File: src/rtl/led_pwm_seq_pkg.sv
// led_seq_pkg: shared types for the LED pattern sequencer.
//   mode_t : requested/active LED pattern (encoding matches the `mode` input)
//   dir_t  : sweep direction used by SCAN and BREATHE
package led_seq_pkg;

  typedef enum logic [1:0] {
    MODE_BINARY  = 2'd0,
    MODE_SCAN    = 2'd1,
    MODE_BREATHE = 2'd2,
    MODE_OFF     = 2'd3
  } mode_t;

  typedef enum logic {
    DIR_UP   = 1'b0,
    DIR_DOWN = 1'b1
  } dir_t;

endpackage

File: src/rtl/led_pwm_gen.sv
// led_pwm_gen: free-running PWM counter with a duty comparator.
//   clk, rst_n : clock, asynchronous active-low reset
//   duty       : on-time in counts out of a 2^PWM_W period
//   pwm_on     : high while the counter is below duty (combinational from the counter flop)
module led_pwm_gen #(
  parameter int PWM_W = 8
) (
  input  logic             clk,
  input  logic             rst_n,
  input  logic [PWM_W-1:0] duty,
  output logic             pwm_on
);

  localparam logic [PWM_W-1:0] CTR_ONE = PWM_W'(1);

  logic [PWM_W-1:0] pwm_ctr;

  always_ff @(posedge clk or negedge rst_n) begin
    if (!rst_n) pwm_ctr <= '0;
    else        pwm_ctr <= pwm_ctr + CTR_ONE;
  end

  // duty=0 never lights; the all-ones duty leaves exactly one dark count per period.
  assign pwm_on = (pwm_ctr < duty);

endmodule

File: src/rtl/led_pwm_seq.sv
// led_pwm_seq: LED pattern sequencer with global PWM brightness.
//   clk, rst_n  : clock from the input buffer, asynchronous active-low reset
//   mode        : requested pattern (0 BINARY, 1 SCAN, 2 BREATHE, 3 OFF)
//   mode_load   : one-cycle strobe capturing `mode` as pending; applied at the next step tick
//   brightness  : global duty ceiling, sampled every clock
//   leds        : registered LED drive
//   step_tick   : one-cycle pulse per pattern step
// Build option: define LED_ACTIVE_LOW_EN to invert `leds` at the output register
// (reset value becomes all ones so LEDs stay dark on active-low boards).
//
// Pattern FSM (state = active_mode)
//   state        | meaning
//   MODE_BINARY  | pattern counts up by one per step, wrapping
//   MODE_SCAN    | single lit bit bouncing between bit0 and the MSB
//   MODE_BREATHE | all LEDs lit, breath_lvl ramps 0..max..0 to modulate duty
//   MODE_OFF     | pattern held at zero
module led_pwm_seq
  import led_seq_pkg::*;
#(
  parameter int N_LED    = 8,
  parameter int STEP_DIV = 1000000,
  parameter int PWM_W    = 8
) (
  input  logic             clk,
  input  logic             rst_n,
  input  logic [1:0]       mode,
  input  logic             mode_load,
  input  logic [PWM_W-1:0] brightness,
  output logic [N_LED-1:0] leds,
  output logic             step_tick
);

  localparam int               CTR_W     = $clog2(STEP_DIV);
  localparam logic [CTR_W-1:0] STEP_LAST = CTR_W'(STEP_DIV - 1);
  localparam logic [CTR_W-1:0] CTR_ONE   = CTR_W'(1);
  localparam logic [PWM_W-1:0] LVL_MAX   = '1;
  localparam logic [PWM_W-1:0] LVL_ONE   = PWM_W'(1);
  localparam logic [N_LED-1:0] PAT_ONE   = N_LED'(1);

  logic [CTR_W-1:0]   step_ctr;
  mode_t              active_mode;
  mode_t              pending_mode;
  mode_t              next_pending;
  dir_t               dir;
  logic [N_LED-1:0]   pattern;
  logic [PWM_W-1:0]   breath_lvl;
  logic [2*PWM_W-1:0] breath_prod;
  logic [PWM_W-1:0]   duty;
  logic               pwm_on;

  // A load coincident with a tick must take effect at that same tick,
  // so the FSM looks at the value pending_mode is about to take.
  always_comb begin
    next_pending = pending_mode;
    if (mode_load) next_pending = mode_t'(mode);
  end

  always_ff @(posedge clk or negedge rst_n) begin
    if (!rst_n) begin
      step_ctr  <= '0;
      step_tick <= 1'b0;
    end else begin
      step_tick <= (step_ctr == STEP_LAST);
      if (step_ctr == STEP_LAST) step_ctr <= '0;
      else                       step_ctr <= step_ctr + CTR_ONE;
    end
  end

  always_ff @(posedge clk or negedge rst_n) begin
    if (!rst_n) begin
      pending_mode <= MODE_BINARY;
      active_mode  <= MODE_BINARY;
      pattern      <= '0;
      breath_lvl   <= '0;
      dir          <= DIR_UP;
    end else begin
      pending_mode <= next_pending;
      if (step_tick) begin
        active_mode <= next_pending;
        if (next_pending != active_mode) begin
          // Mode change: re-initialise only; the first real step is at the next tick.
          case (next_pending)
            MODE_SCAN: begin
              pattern <= PAT_ONE;
              dir     <= DIR_UP;
            end
            MODE_BREATHE: begin
              pattern    <= '1;
              breath_lvl <= '0;
              dir        <= DIR_UP;
            end
            default: pattern <= '0;
          endcase
        end else begin
          case (active_mode)
            MODE_BINARY: pattern <= pattern + PAT_ONE;
            MODE_SCAN: begin
              // Direction flips as the end bit is reached, so each end is lit for one step.
              if (dir == DIR_UP) begin
                pattern <= pattern << 1;
                if (pattern[N_LED-2]) dir <= DIR_DOWN;
              end else begin
                pattern <= pattern >> 1;
                if (pattern[1]) dir <= DIR_UP;
              end
            end
            MODE_BREATHE: begin
              if (dir == DIR_UP) begin
                breath_lvl <= breath_lvl + LVL_ONE;
                if (breath_lvl == LVL_MAX - LVL_ONE) dir <= DIR_DOWN;
              end else begin
                breath_lvl <= breath_lvl - LVL_ONE;
                if (breath_lvl == LVL_ONE) dir <= DIR_UP;
              end
            end
            default: pattern <= '0;
          endcase
        end
      end
    end
  end

  // Breathing level scales the brightness ceiling; the high half of the product is the duty.
  assign breath_prod = breath_lvl * brightness;
  assign duty = (active_mode == MODE_BREATHE) ? breath_prod[2*PWM_W-1:PWM_W] : brightness;

  led_pwm_gen #(
    .PWM_W (PWM_W)
  ) u_pwm (
    .clk    (clk),
    .rst_n  (rst_n),
    .duty   (duty),
    .pwm_on (pwm_on)
  );

  always_ff @(posedge clk or negedge rst_n) begin
    if (!rst_n) begin
`ifdef LED_ACTIVE_LOW_EN
      leds <= '1;
`else
      leds <= '0;
`endif
    end else begin
`ifdef LED_ACTIVE_LOW_EN
      leds <= ~(pattern & {N_LED{pwm_on}});
`else
      leds <= pattern & {N_LED{pwm_on}};
`endif
    end
  end

endmodule

File: config.mk
export PLATFORM = sky130hd
export DESIGN_NAME = led_pwm_seq
export DESIGN_NICKNAME = d
export VERILOG_FILES = /design/src/rtl/led_pwm_seq_pkg.sv /design/src/rtl/led_pwm_gen.sv /design/src/rtl/led_pwm_seq.sv
export SDC_FILE = /design/constraint.sdc
export NUM_CORES = 1
export LEC_CHECK = 0
export CELL_PAD_IN_SITES_DETAIL_PLACEMENT = 1
export CELL_PAD_IN_SITES_GLOBAL_PLACEMENT = 1
export CORE_MARGIN = 2
export CORE_UTILIZATION = 49
export DETAILED_ROUTE_END_ITERATION = 10
export PLACE_DENSITY_LB_ADDON = 0.1
export SETUP_SLACK_MARGIN = 0.05
export SLEW_MARGIN = 0
export SYNTH_ARGS = -nofsm -noshare
export SYNTH_HDL_FRONTEND = slang
export SYNTH_SLANG_ARGS = --single-unit
File: constraint.sdc
create_clock -name clk -period 7.3 [get_ports clk]
set_input_delay 0.73 -clock clk [delete_from_list [all_inputs] [get_ports clk]]
set_output_delay 0.73 -clock clk [all_outputs]
set_load 0.03 [all_outputs]
==> results_dict.tcl, run 1 <==
set metrics [dict create \
    ys.flop_type "dfrtp_1" \
    tns_ps 0 \
    io_pins 22 \
    synth_edf_count 0 \
    ys_top_cells_by_area "dfrtp_1 27%, fa_1 13%, ha_1 11%" \
    grt_first_pass_wirelength_microns 23340 \
    grt_start_max_net_pins 59 \
    root_buffer "clkbuf_8" \
    die_x_microns 109.1 \
    gp_congestion 0.8586 \
    worstSkewPairLatency_ps 350 \
    async_reset_ff_share_pct 100.0 \
    routedWlPerCell_microns 18.06 \
    rows 38 \
    fin_crit_ps 6506 \
    grt_pass1_vias 4579 \
    cts_tree "built" \
    ir_drop_v 0.0001250 \
    fin_crit_sh_pct 89.12 \
    rsz0062_at_grt "false" \
    routed_wl_microns 13640 \
    grtUsageMet2_pct 42.01 \
    p_per_area_nw_per_um2 114.7 \
    fill_cells 1239 \
    total_power_mw 0.6779 \
    avgSynthCellArea_sq_um 9.043 \
    crit_top_cell "fa_1" \
    dr.first_iter.drc_count 266 \
    clk_pin_slew_ps 70 \
    top_usage_layer "met2" \
    dp_hpwl_microns 10320 \
    synth_area_leader_cell "dfrtp_1" \
    vias_per_cell 5.760 \
    vias 4349 \
    report.final.slew_viol_count 0 \
    ant_nets 0 \
    worstSetupStartpointType "primary input" \
    use_met3_pct 4.722 \
    yosysWarningCount 0 \
    finClkSkew_ps 7.801 \
    ctsHtreeMaxLevel 3 \
    track_usage_pct 25.59 \
    antennaDiodeCount 0 \
    overflow 0 \
    critPathKind "primary input to register" \
    dieArea_sq_um 11890 \
    crit_path_end_kind "register" \
    clk_path_buf_depth 2 \
    cpMaxStageDelayCell "clkdlybuf4s50_1" \
    io_buffer_count 21 \
    cts_buffers 9 \
    layout-area-overhead-vs-synth_pct 9.255 \
    hold_viol 0 \
    holdBufCountCts 0 \
    cp_slowest_stage_delay_ps 660 \
    status "finished clean" \
    cp_top_family "adder cells" \
    synth_top_area_share_pct 26.84 \
    path_cells "clkdlybuf4s50_1 > and2_1 > fa_1 > fa_1 > fa_1 > inv_1 > fa_1 > inv_1 > ha_1 > a21o_1 > a21oi_1 > o221a_2 > o21ai_0 > a211oi_1 > ha_1 > a21o_1 > a21o_1 > a21oi_1 > nand2_1 > nor3_1" \
    post_cts_buffers 0 \
    p_leak_nw 2.851 \
    dr.pass1.iters 4 \
    worstPathRequired_ps 7540 \
    final_nets 707 \
    fmax_mhz 153.7 \
    critPathMaxFanout 9 \
    critical_path_arrival_ps 6750 \
    start_util_pct 50.10 \
    core_region_area_sq_um 10790 \
    tightest_slew_ps 741.2 \
    setup_viol 0 \
    cts.sinks 58 \
    cp.buffers_inverters 3 \
    antenna_found_initial 0 \
    hold_path_class "register to register" \
    drc 0 \
    met1_usage_pct 35.12 \
    synth_seq_cells 58 \
    synth.net_count 695 \
    ys_seq_area_share_pct 26.84 \
    cts_resized 0 \
    synthesis.area_sq_um 5408 \
    drv_cap 0 \
    syn_inst 598 \
    die_y_microns 109.1 \
    drive_above_1_share_pct 5.203 \
    ys_types 65 \
    slew_headroom_pct 50.58 \
]
## cell type report
type                       instances  area (sq um)  share of cell area (%)
clock buffer                      10         137.6                   2.330
clock inverter                     6         48.80                  0.8259
inverter                          57         216.5                   3.664
multi-input combinational        458          3636                   61.54
sequential                        58          1451                   24.57
tap                              140         175.2                   2.965
timing repair buffer              26         242.7                   4.108
## sequential cells by signal, indices dropped and copies added (netlist names)
signal         count
active_mode        2
breath_lvl         8
dir                1
leds               8
pattern            8
pending_mode       2
step_ctr          20
step_tick          1
u_pwm.pwm_ctr      8
## power breakdown
part / switching (mW) / internal [mW] / total (mW)
Sequential: 0.00431 / 0.323 / 0.327
Clock: 0.150 / 0.136 / 0.286
Combinational: 0.0400 / 0.0248 / 0.0648
Total: 0.195 / 0.483 / 0.678
## stage by stage
step / instance area, sq um / instances / setup slack [ps] / util (%) / hold WS (ps)
finish: 5908 / 755 / 793.9 / 54.74 / 462.1
global route: 5908 / 755 / 255.6 / 54.74 / 491.9
CTS: 5908 / 755 / 815.4 / 54.74 / 466.8
detailed placement: 5722 / 739 / 474.9 / 53.01 / 456.5
global placement: 5722 / 739 / 730.6 / 53.01 / 445.9
floorplan: 5408 / 598 / 1707 / - / 431.1
## placed cells by master, fill, tap and decap left out, types with 11 or more instances in the layout
| cell | count |
|---|---|
| a21oi_1 | 31 |
| and2_1 | 55 |
| clkdlybuf4s50_1 | 20 |
| dfrtp_1 | 58 |
| fa_1 | 35 |
| ha_1 | 49 |
| inv_1 | 56 |
| mux2i_1 | 16 |
| nand2_1 | 57 |
| nand3_1 | 25 |
| nand4_1 | 11 |
| nor2_1 | 25 |
| nor3_1 | 17 |
| o21ai_0 | 17 |
| xnor2_1 | 19 |
| xor2_1 | 11 |
## Yosys cell counts, types with 2 or more instances
cell	instances
o41ai_1	2
nor2b_1	5
a21boi_1	2
or4_1	3
inv_1	56
buf_1	2
clkbuf_1	17
o21a_1	3
dfrtp_1	58
nand3_1	25
a21o_1	5
nor4_1	3
xor2_1	11
ha_1	49
and2_1	55
a21oi_1	31
nor3b_1	3
a31oi_1	4
buf_2	5
a22oi_1	2
and3_1	8
a32oi_1	2
a211oi_1	6
nand4_1	11
nand2b_1	8
xnor2_1	19
nor2_1	25
nor3_1	17
fa_1	35
nand2_1	57
mux2i_1	16
and4_1	4
o21ai_0	17
## routing by layer
layer	part of all wire, %	vias to the layer above
met2	48	72
met3	4.3	14
met1	47	2193
met4	1.0	0
met5	0	-
li1	-	2070
## worst paths after layout
| kind | startpoint | endpoint | slack [ps] | cells past startpoint |
|---|---|---|---|---|
| setup / recovery | brightness[3] | leds[2] | 790 | 20 |
| hold / removal | step_ctr[0] | step_ctr[0] | 460 | 1 |
| setup reg to reg | breath_lvl[0] | leds[2] | 1160 | 20 |
| hold reg to reg | step_ctr[0] | step_ctr[0] | 460 | 1 |
| max in group asynchronous | rst_n | breath_lvl[2] | 6270 | 2 |
| min in group asynchronous | rst_n | u_pwm.pwm_ctr[3] | 530 | 2 |
## cell families after synthesis
kind of cell               Yosys count  share of synthesized area, %
AOI/OAI and AO/OA                   94                         11.66
xor gates and xnor gates            31                         5.160
adders and majority gates           84                         24.29
buffers and inverters               82                         5.923
DFF                                 58                         26.84
muxes                               18                         3.424
and+or+nand+nor                    231                         22.70
(Power assumes the default switching activity.)
==> inputs of run 2 (changes only) <==
--- a/config.mk
+++ b/config.mk
@@ -5,12 +5,10 @@
 export SDC_FILE = /design/constraint.sdc
 export NUM_CORES = 1
 export LEC_CHECK = 0
-export CELL_PAD_IN_SITES_DETAIL_PLACEMENT = 1
-export CELL_PAD_IN_SITES_GLOBAL_PLACEMENT = 1
 export CORE_MARGIN = 2
-export CORE_UTILIZATION = 49
+export CORE_UTILIZATION = 35
+export CTS_CLUSTER_DIAMETER = 30
 export DETAILED_ROUTE_END_ITERATION = 10
-export PLACE_DENSITY_LB_ADDON = 0.1
 export SETUP_SLACK_MARGIN = 0.05
 export SLEW_MARGIN = 0
 export SYNTH_ARGS = -nofsm -noshare
==> run 2 against run 1 <==
Against the previous run:
- via count shrank 3.1%
- combinational power is 4.8% lower
- first-iteration DRC count grew 3.8%
- sequential cell count unchanged
- power is 26% higher
- non-clock buffer count fell by 4
- sequential share of layout area down 0.69 points
- largest power group is now clock
- register-to-register slack better by 120 ps
- routed wire length is 11% lower
==> results_dict.tcl, run 2 (same netlist as run 1, synthesis figures left out) <==
set metrics [dict create \
    p_int_mw 0.6698 \
    pre_cts_slack_ps 511.9 \
    final_nets 703 \
    final_common_cell "dfrtp_1" \
    ff2ff_path_depth 19 \
    grt_start_max_net_pins 59 \
    total_power_mw 0.8556 \
    dp_cells 783 \
    drive_above_1_share_pct 4.269 \
    layout_setup_ws_ps 854.0 \
    io_buffer_count 21 \
    setup_viol 0 \
    clk_pin_slew_ps 50 \
    io_pins 22 \
    start_util_pct 35.70 \
    vias 4215 \
    rows 45 \
    ir_drop_v 0.0001644 \
    antennaDiodeCount 0 \
    whs_endpoint "step_ctr[0]" \
    report.final.slew_viol_count 0 \
    track_usage_pct 15.99 \
    critPathKind "primary input to register" \
    tightest_slew_ps 959.2 \
    register_area_sq_um 1451 \
    final_area_sq_um 6078 \
    worstSetupStartpointType "primary input" \
    largest_register_ffs 20 \
    drv_cap 0 \
    tns_ps 0 \
    reg2reg_to "leds[6]" \
    cts.sinks 58 \
    grt_first_pass_wirelength_microns 21220 \
    fin_crit_sh_pct 88.30 \
    dieArea_sq_um 16460 \
    dp_hpwl_microns 8970 \
    finClkSkew_ps 6.273 \
    worstSkewPairLatency_ps 330 \
    slew_headroom_pct 34.22 \
    fmax_mhz 155.1 \
    routedWlPerCell_microns 15.17 \
    detailed_place.area_sq_um 5752 \
    reg2reg_slack_ps 1280 \
    top_register "step_ctr" \
    hold_path_class "register to register" \
    drc 0 \
    critPathMaxFanout 9 \
    die_y_microns 128.3 \
    fin_crit_ps 6446 \
    crit_path_end_kind "register" \
    grt_pass1_vias 4318 \
    layout-area-overhead-vs-synth_pct 12.40 \
    dr.pass1.iters 4 \
    p_leak_nw 2.907 \
    antenna_found_initial 0 \
    fill_cells 1492 \
    worstHoldStart "step_ctr[0]" \
    routed_wl_microns 12090 \
    hold_viol 0 \
    power_frac_seq_pct 38.3 \
    cts_tree "built" \
    gp_congestion 0.8300 \
    cts_resized 0 \
    dr.first_iter.drc_count 276 \
    hold_depth 1 \
    stdcell_count 797 \
    worstPathRequired_ps 7480 \
    post_cts_buffers 0 \
    critical_path_arrival_ps 6630 \
    ant_nets 0 \
    layout_common_cells "58 x dfrtp_1, 57 x nand2_1, 56 x inv_1" \
    critPathLaunch "brightness[6]" \
    combPwrFrac_pct 7.2 \
    ctsHtreeMaxLevel 3 \
    vias_per_cell 5.289 \
    root_buffer "clkbuf_16" \
    status "finished clean" \
    clkPwrFrac_pct 54.5 \
    p_per_area_nw_per_um2 140.8 \
    overflow 0 \
    core_region_area_sq_um 15150 \
    cts_buffers 9 \
    power_switching_share_pct 21.72 \
    die_x_microns 128.3 \
    holdBufCountCts 0 \
    clk_path_buf_depth 2 \
    regToRegStartpoint "breath_lvl[1]" \
    p_switching_mw 0.1859 \
    rsz0062_at_grt "false" \
    multi_input_area_sq_um 3636 \
]
==> run 2: through the flow <==
stage / hold slack [ps] / utilization [%]
3_5_place_dp: 457.5 / 37.98
6_report: 463.5 / 40.13
5_1_grt: 478.6 / 40.13
4_1_cts: 463.9 / 40.13
3_3_place_gp: 446.9 / 37.98
2_1_floorplan: 431.1 / -
==> run 2: worst max-delay path, stage by stage <==
cell,delay [ps]
clkdlybuf4s50_1,600
and2_1,280
fa_1,490
fa_1,540
fa_1,570
inv_1,70
fa_1,530
inv_1,40
ha_1,360
a21o_1,220
a21oi_1,220
o221a_2,300
nor3_1,60
a221oi_1,340
ha_1,200
o21ai_0,90
a21oi_1,210
nand3_1,100
a21oi_1,560
nor3_1,120
==> run 2: worst max path at each step <==
stage               slack [ps]      end
floorplan                 1710  leds[0]
global placement           660  leds[2]
detailed placement         510  leds[0]
CTS                        850  leds[6]
global route               500  leds[7]
finish                     850  leds[6]
==> run 2: final cells by class <==
class | count | share of cell area [%]
timing repair buffer | 22 | 3.499
clock buffer | 12 | 4.385
multi-input combinational | 458 | 59.82
inverter | 57 | 3.561
tap | 188 | 3.870
sequential | 58 | 23.88
clock inverter | 2 | 0.9881
==> run 2: power groups by stage <==
stage	logic (mW)	registers, mW	clock network [mW]
final	0.0617	0.328	0.466
after global routing	0.0701	0.328	0.492
after CTS	0.0623	0.328	0.475
after detailed placement	0.0619	0.333	0
after global placement	0.0607	0.333	0
after floorplan	0.0386	0.330	0
==> run 2: routing by layer <==
metal	up-vias	GRT usage [%]	share of wire [%]
met5	-	0	0
met4	0	4.072	0.94
met3	10	4.174	4.3
met2	77	25.50	46
met1	2076	21.71	48
li1	2052	-	-
